$ cat src/rtl/path_replay_if.sv
// Direction-stack and move-stream signals of path_replay.
// master: the replay block (pops the stack, drives the move stream).
// slave:  the surrounding logic (stack model/FIFO, move consumer).
interface path_replay_if;
    logic       stk_empty;
    logic [1:0] stk_dout;
    logic       stk_pop;
    logic       mv_valid;
    logic       mv_ready;
    logic [1:0] mv_dir;
    logic [3:0] mv_row;
    logic [3:0] mv_col;
    logic       mv_last;

    modport master (
        input  stk_empty, stk_dout, mv_ready,
        output stk_pop, mv_valid, mv_dir, mv_row, mv_col, mv_last
    );

    modport slave (
        output stk_empty, stk_dout, mv_ready,
        input  stk_pop, mv_valid, mv_dir, mv_row, mv_col, mv_last
    );
endinterface

$ cat src/rtl/path_replay.sv
// path_replay: drains the LIFO direction stack left by the maze search into
// a local buffer, then replays the moves start-to-destination as a
// valid/ready stream carrying absolute {row,col} coordinates from (0,0).
// Optional build macro COORD_CHECK_EN: off-grid moves saturate at the edge
// and set err, and a non-empty path not ending at DEST_ADDR sets err.
// Without it coordinates wrap modulo 16 and only buffer overflow sets err.
module path_replay #(
    parameter int MAX_LEN   = 256,
    parameter int LEN_W     = 9,
    parameter int DEST_ADDR = 255
) (
    input  logic                 clk,
    input  logic                 rst,
    input  logic                 start,
    path_replay_if.master        bus,
    output logic [LEN_W-1:0]     path_len,
    output logic                 busy,
    output logic                 done,
    output logic                 err
);

    typedef enum logic [1:0] {
        S_IDLE,
        S_DRAIN,
        S_EMIT,
        S_FIN
    } state_t;

    localparam int               IDX_W = (MAX_LEN > 1) ? $clog2(MAX_LEN) : 1;
    localparam logic [LEN_W-1:0] FULL  = LEN_W'(MAX_LEN);

    state_t           r_state;
    state_t           w_next;
    logic [LEN_W-1:0] r_count;
    logic [LEN_W-1:0] r_path_len;
    logic [IDX_W-1:0] r_index;
    logic [3:0]       r_row;
    logic [3:0]       r_col;
    logic             r_err;
    logic [1:0]       r_buf [MAX_LEN];

    logic             w_full;
    logic             w_pop;
    logic             w_emit;
    logic [1:0]       w_dir;
    logic [3:0]       w_row_nx;
    logic [3:0]       w_col_nx;
    logic [3:0]       w_row;
    logic [3:0]       w_col;

    assign w_full = (r_count == FULL);
    assign w_pop  = (r_state == S_DRAIN) && !bus.stk_empty && !w_full;
    assign w_emit = (r_state == S_EMIT);
    assign w_dir  = r_buf[r_index];

    // Neighbour cell in the current direction with plain 4-bit wrap.
    always_comb begin
        w_row_nx = r_row;
        w_col_nx = r_col;
        case (w_dir)
            2'd0:    w_row_nx = r_row - 4'd1;
            2'd1:    w_col_nx = r_col + 4'd1;
            2'd2:    w_row_nx = r_row + 4'd1;
            default: w_col_nx = r_col - 4'd1;
        endcase
    end

`ifdef COORD_CHECK_EN
    localparam logic [7:0] DEST_RC = 8'(DEST_ADDR);

    logic w_off;

    // Flag a move that would step past the grid edge; it then holds at the edge.
    always_comb begin
        w_off = 1'b0;
        case (w_dir)
            2'd0:    w_off = (r_row == 4'd0);
            2'd1:    w_off = (r_col == 4'd15);
            2'd2:    w_off = (r_row == 4'd15);
            default: w_off = (r_col == 4'd0);
        endcase
    end

    assign w_row = w_off ? r_row : w_row_nx;
    assign w_col = w_off ? r_col : w_col_nx;
`else
    assign w_row = w_row_nx;
    assign w_col = w_col_nx;
`endif

    assign bus.stk_pop  = w_pop;
    assign bus.mv_valid = w_emit;
    assign bus.mv_dir   = w_emit ? w_dir : 2'd0;
    assign bus.mv_row   = w_emit ? w_row : 4'd0;
    assign bus.mv_col   = w_emit ? w_col : 4'd0;
    assign bus.mv_last  = w_emit && (r_index == '0);
    assign path_len     = r_path_len;
    assign busy         = (r_state != S_IDLE);
    assign done         = (r_state == S_FIN);
    assign err          = r_err;

    // State register.
    always_ff @(posedge clk) begin
        if (rst) r_state <= S_IDLE;
        else     r_state <= w_next;
    end

    // Next-state: drain until empty or full, emit until the last handshake.
    always_comb begin
        w_next = r_state;
        case (r_state)
            S_IDLE:  if (start) w_next = S_DRAIN;
            S_DRAIN: begin
                if (bus.stk_empty) w_next = (r_count == '0) ? S_FIN : S_EMIT;
                else if (w_full)   w_next = S_FIN;
            end
            S_EMIT:  if (bus.mv_ready && (r_index == '0)) w_next = S_FIN;
            default: w_next = S_IDLE;
        endcase
    end

    // Count, replay index, position and error bookkeeping.
    always_ff @(posedge clk) begin
        if (rst) begin
            r_count    <= '0;
            r_path_len <= '0;
            r_index    <= '0;
            r_row      <= '0;
            r_col      <= '0;
            r_err      <= 1'b0;
        end else begin
            case (r_state)
                S_IDLE: begin
                    if (start) begin
                        r_count    <= '0;
                        r_path_len <= '0;
                        r_err      <= 1'b0;
                    end
                end
                S_DRAIN: begin
                    if (bus.stk_empty) begin
                        // Buffer holds the path reversed; replay from the top down.
                        r_path_len <= r_count;
                        r_index    <= r_count[IDX_W-1:0] - 1'b1;
                        r_row      <= '0;
                        r_col      <= '0;
                    end else if (w_full) begin
                        r_err      <= 1'b1;
                        r_path_len <= r_count;
                    end else begin
                        r_count    <= r_count + 1'b1;
                    end
                end
                S_EMIT: begin
                    if (bus.mv_ready) begin
                        r_row <= w_row;
                        r_col <= w_col;
                        if (r_index != '0) r_index <= r_index - 1'b1;
`ifdef COORD_CHECK_EN
                        if (w_off) r_err <= 1'b1;
`endif
                    end
                end
                default: begin
`ifdef COORD_CHECK_EN
                    if ((r_path_len != '0) && ({r_row, r_col} != DEST_RC)) r_err <= 1'b1;
`endif
                end
            endcase
        end
    end

    // Move buffer; contents are don't-care outside a drain/replay pass.
    always_ff @(posedge clk) begin
        if (w_pop) r_buf[r_count[IDX_W-1:0]] <= bus.stk_dout;
    end

endmodule

$ cat src/flat_wrapper.sv
// flat-port wrapper written by rule: the top's interface ports become plain ports
module path_replay_flat 
#(
    parameter int MAX_LEN   = 256,
    parameter int LEN_W     = 9,
    parameter int DEST_ADDR = 255
)
  (clk, rst, start, path_len, busy, done, err, bus_stk_empty, bus_stk_dout, bus_mv_ready, bus_stk_pop, bus_mv_valid, bus_mv_dir, bus_mv_row, bus_mv_col, bus_mv_last);
  path_replay_if bus_i ();
  input  logic clk;
  input  logic rst;
  input  logic start;
  output logic [LEN_W-1:0] path_len;
  output logic busy;
  output logic done;
  output logic err;
  input wire logic [$bits(bus_i.stk_empty)-1:0] bus_stk_empty;
  input wire logic [$bits(bus_i.stk_dout)-1:0] bus_stk_dout;
  input wire logic [$bits(bus_i.mv_ready)-1:0] bus_mv_ready;
  output wire logic [$bits(bus_i.stk_pop)-1:0] bus_stk_pop;
  output wire logic [$bits(bus_i.mv_valid)-1:0] bus_mv_valid;
  output wire logic [$bits(bus_i.mv_dir)-1:0] bus_mv_dir;
  output wire logic [$bits(bus_i.mv_row)-1:0] bus_mv_row;
  output wire logic [$bits(bus_i.mv_col)-1:0] bus_mv_col;
  output wire logic [$bits(bus_i.mv_last)-1:0] bus_mv_last;
  assign bus_i.stk_empty = bus_stk_empty;
  assign bus_i.stk_dout = bus_stk_dout;
  assign bus_i.mv_ready = bus_mv_ready;
  assign bus_stk_pop = bus_i.stk_pop;
  assign bus_mv_valid = bus_i.mv_valid;
  assign bus_mv_dir = bus_i.mv_dir;
  assign bus_mv_row = bus_i.mv_row;
  assign bus_mv_col = bus_i.mv_col;
  assign bus_mv_last = bus_i.mv_last;
  path_replay #(.MAX_LEN(MAX_LEN), .LEN_W(LEN_W), .DEST_ADDR(DEST_ADDR)) u_core (.clk(clk), .rst(rst), .start(start), .bus(bus_i), .path_len(path_len), .busy(busy), .done(done), .err(err));
endmodule
$ cat config.mk
export PLATFORM = sky130hd
export DESIGN_NAME = path_replay_flat
export DESIGN_NICKNAME = d
export VERILOG_FILES = /design/src/rtl/path_replay_if.sv /design/src/rtl/path_replay.sv /design/src/flat_wrapper.sv
export SDC_FILE = /design/constraint.sdc
export NUM_CORES = 1
export LEC_CHECK = 0
export CORE_ASPECT_RATIO = 1.1
export CORE_MARGIN = 2
export CORE_UTILIZATION = 56
export DETAILED_ROUTE_END_ITERATION = 12
export PLACE_DENSITY = 0.75
export SLEW_MARGIN = 20
export SYNTH_ARGS = -nofsm -noshare
export SYNTH_HDL_FRONTEND = slang
export SYNTH_SLANG_ARGS = --single-unit
$ cat constraint.sdc
create_clock -name clk -period 4.06 [get_ports clk]
set_input_delay 0.609 -clock clk [delete_from_list [all_inputs] [get_ports clk]]
set_output_delay 0.609 -clock clk [all_outputs]
set_load 0.01 [all_outputs]
==> flow_metrics.py <==
metrics = {
    "detailed_routing": {
        "firstDrtPassIters": 5,
        "drt_wl_total_mm": 59.62,
        "drc": 0,
        "vias_per_cell": 6.342,
        "met2_length_mm": 29.76,
        "routed.top_layer": "met4",
        "route.layer.met1.wl_mm": 21.55,
        "via_count": 13810,
        "avgRoutedWirePerCell_um": 27.37,
        "ant_nets": 0,
        "first_iter_violations": 1673,
        "met3_length_mm": 5.630,
    },
    "clock_tree": {
        "clock_path_buffers": 3,
        "cts_max_level": 2,
        "hold_buffers": 0,
        "path_clk_slew_ns": 0.06,
        "clock_sinks": 557,
        "cts_tree": "built",
        "cts_root_buf": "clkbuf_16",
        "cts_buffers": 54,
        "clk_latency_ns": 0.60,
    },
    "hold_path": {
        "hold_path_class": "reg2reg",
        "whs_path_depth": 2,
        "holdCritStartpoint": "u_core.r_row[2]",
        "min_to": "u_core.r_row[2]",
    },
    "yosys": {
        "ys.flop_type": "edfxtp_1",
        "synth_sequential_area_ratio_pct": 69.34,
        "synth_warnings": 0,
        "syn_nets": 1461,
        "syn_area_um2": 23470,
        "synth_edf_count": 512,
        "async_flop_share_pct": 0,
        "synth.ff_latch_count": 557,
        "netlist_instances": 1439,
        "yosys.cell_types.count": 63,
        "synth.avg_cell_area_um2": 16.31,
    },
    "timing": {
        "slew-limit-headroom_pct": 30.13,
        "setup_viol": 10,
        "finClkSkew_ns": 0.01236,
        "slew_violations": 0,
        "fin_crit_ns": 5.221,
        "hold_viol": 0,
        "holdWs_ns": 0.4730,
        "period_share_pct": 128.6,
        "fin_ws_ns": -1.161,
        "rsz0062_at_grt": "yes",
        "clock.fmax_ghz": 0.1915,
        "worstMarginPinSlew_ns": 1.042,
    },
    "cells_and_area": {
        "mostFrequentLayoutCells": "edfxtp_1, nor2_1, mux4_2",
        "utilization_pct": 66.17,
        "drive_gt1_share_pct": 26.53,
        "final_common_cell": "edfxtp_1",
        "nNetsFinal": 1593,
        "syn_to_final_growth_pct": 16.37,
        "final_cells": 2178,
    },
    "critical_path": {
        "worstSetupEndpointType": "primary output",
        "crit_buf_inv": 4,
        "critical_path.max_stage_delay_ns": 0.54,
        "r2r_cells": 16,
        "crit_chain": "buf_12, buf_8, mux4_2, mux4_2, nand2_2, and3_4, o311ai_2, o311a_1, buf_4, nand2b_4, ha_4, a21o_1, a21oi_1, or3_4, a21oi_4, mux2i_2, buf_2",
        "worst-setup-path-type": "reg2out",
        "r2r_slack_ns": 0.05,
        "required_ns": 3.45,
        "critPathArrivalTime_ns": 4.61,
        "path_common_cell": "mux4_2",
        "startpoint_type": "flop",
        "crit_family": "multiplexers",
        "worst_r2r_endpoint": "u_core.r_row[3]",
        "path_max_fanout": 6,
        "crit_path_top_delay_cell": "mux4_2",
    },
    "run": {
        "max-cap-violations": 0,
    },
    "grt": {
        "antenna_found_initial": 1,
        "grt-ovfl-total": 0,
        "grtUsageTotal_pct": 28.45,
        "grt_max_degree": 115,
        "grt_pass1_vias": 14250,
        "grt_pass1_wl_mm": 88.83,
    },
    "pwr": {
        "p_per_area_nw_per_um2": 656.7,
        "ir_worst_vdd_mv": 0.4009,
        "p_leak_uw": 0.008724,
    },
    "placed_design": {
        "place.detailed.hpwl_mm": 36.12,
        "gp_congestion": 0.8774,
        "port_buffers": 31,
        "post-place-cells": 2057,
    },
    "die": {
        "coreArea_um2": 41280,
        "pin_count": 32,
        "rows": 78,
        "die-height_um": 218.7,
        "initial_core_util_pct": 56.86,
        "die_area_um2": 43570,
        "fp.dieW_um": 199.2,
    },
    "run_status": {
        "violations": "negative setup slack",
        "outcome": "complete, but fails checks",
    },
}
[worst max-delay path by stage]
stage / from / slack, ns / cells past startpoint / endpoint
2_1_floorplan: flop / -0.34 / 17 / bus_mv_col[3]
6_report: flop / -1.16 / 17 / bus_mv_row[3]
3_3_place_gp: flop / -1.02 / 16 / bus_mv_col[3]
4_1_cts: flop / -1.12 / 17 / bus_mv_col[3]
5_1_grt: flop / -1.26 / 15 / bus_mv_row[3]
3_5_place_dp: flop / -1.04 / 16 / bus_mv_col[3]
[per-stage QoR]
stage	power, µW	setup WS (ns)	setup TNS, ns	cell area, µm²
after floorplan	10210	-0.3356	-0.6492	23540
after global placement	12080	-1.018	-4.560	25160
after detailed placement	12190	-1.036	-4.714	25160
after CTS	17670	-1.125	-7.407	27220
after global routing	18530	-1.259	-7.622	27310
final	17940	-1.161	-6.676	27320
[Yosys cell counts, types with 7 or more instances]
library cell / n / area [µm²]
buf_2: 13 / 65.06
buf_6: 10 / 112.6
a31oi_1: 10 / 62.56
edfxtp_1: 512 / 15370
mux2i_1: 36 / 360.4
o221ai_1: 7 / 61.31
nor2b_1: 18 / 112.6
ha_1: 13 / 162.7
a21oi_1: 14 / 70.07
mux4_2: 138 / 3108
a22oi_1: 15 / 112.6
nor2_1: 304 / 1141
o21ai_0: 18 / 90.09
buf_4: 13 / 97.59
clkbuf_1: 53 / 198.9
xor2_1: 7 / 61.31
nand3_1: 35 / 175.2
mux2_2: 11 / 123.9
dfxtp_1: 45 / 900.9
nand2b_1: 11 / 68.82
nand2_1: 41 / 153.9
inv_1: 18 / 67.56
and2_1: 10 / 62.56
[area by class of cell]
type	instances	area (µm²)
timing repair buffer	171	1702
fill	2723	13960
inverter	20	75.07
sequential	557	16290
clock buffer	70	1529
tap	560	700.7
antenna	1	2.502
clock inverter	32	252.7
multi-input combinational	767	6765
[sequential cells by signal, summed over array words and instances (netlist names), named ones only]
name / flops
u_core.err: 1
u_core.path_len: 9
u_core.r_buf: 512
u_core.r_col: 4
u_core.r_count: 9
u_core.r_index: 8
u_core.r_row: 4
u_core.r_state: 2
[power breakdown]
part	switching, µW	total (µW)	internal (µW)
logic	3070	6370	3300
clock network	2180	5040	2850
registers	167	6530	6370
[kinds of logic after synthesis]
group	synth area share, %
flops	69.34
simple gates	8.081
mux	15.41
buf+inv	2.601
compound gates	3.294
fa+ha+maj	0.8635
xor+xnor	0.4104
[worst register-to-register path, delay by kind of cell, from the launching register on]
kind	cells	cell delay, ns
muxes	2	1.03
AOI/OAI and AO/OA	6	1.00
and+or+nand+nor	4	0.78
buffers and inverters	3	0.44
DFF	1	0.43
adders and majority gates	1	0.26
[what timing repair did]
| item | in CTS | in global routing |
|---|---|---|
| setup endpoints to repair | 10 | 11 |
| gates resized for setup | 54 | 26 |
| cloned | 1 | 0 |
| setup buffers | 16 | 3 |
| pin swaps | 13 | 6 |
[per-layer routing]
layer	vias to the layer above	GRT usage, %
li1	5840	-
met1	7072	36.37
met2	752	47.25
met3	148	6.821
met4	0	11.27
met5	-	0
No activity file was read; power rests on OpenSTA's default activity.
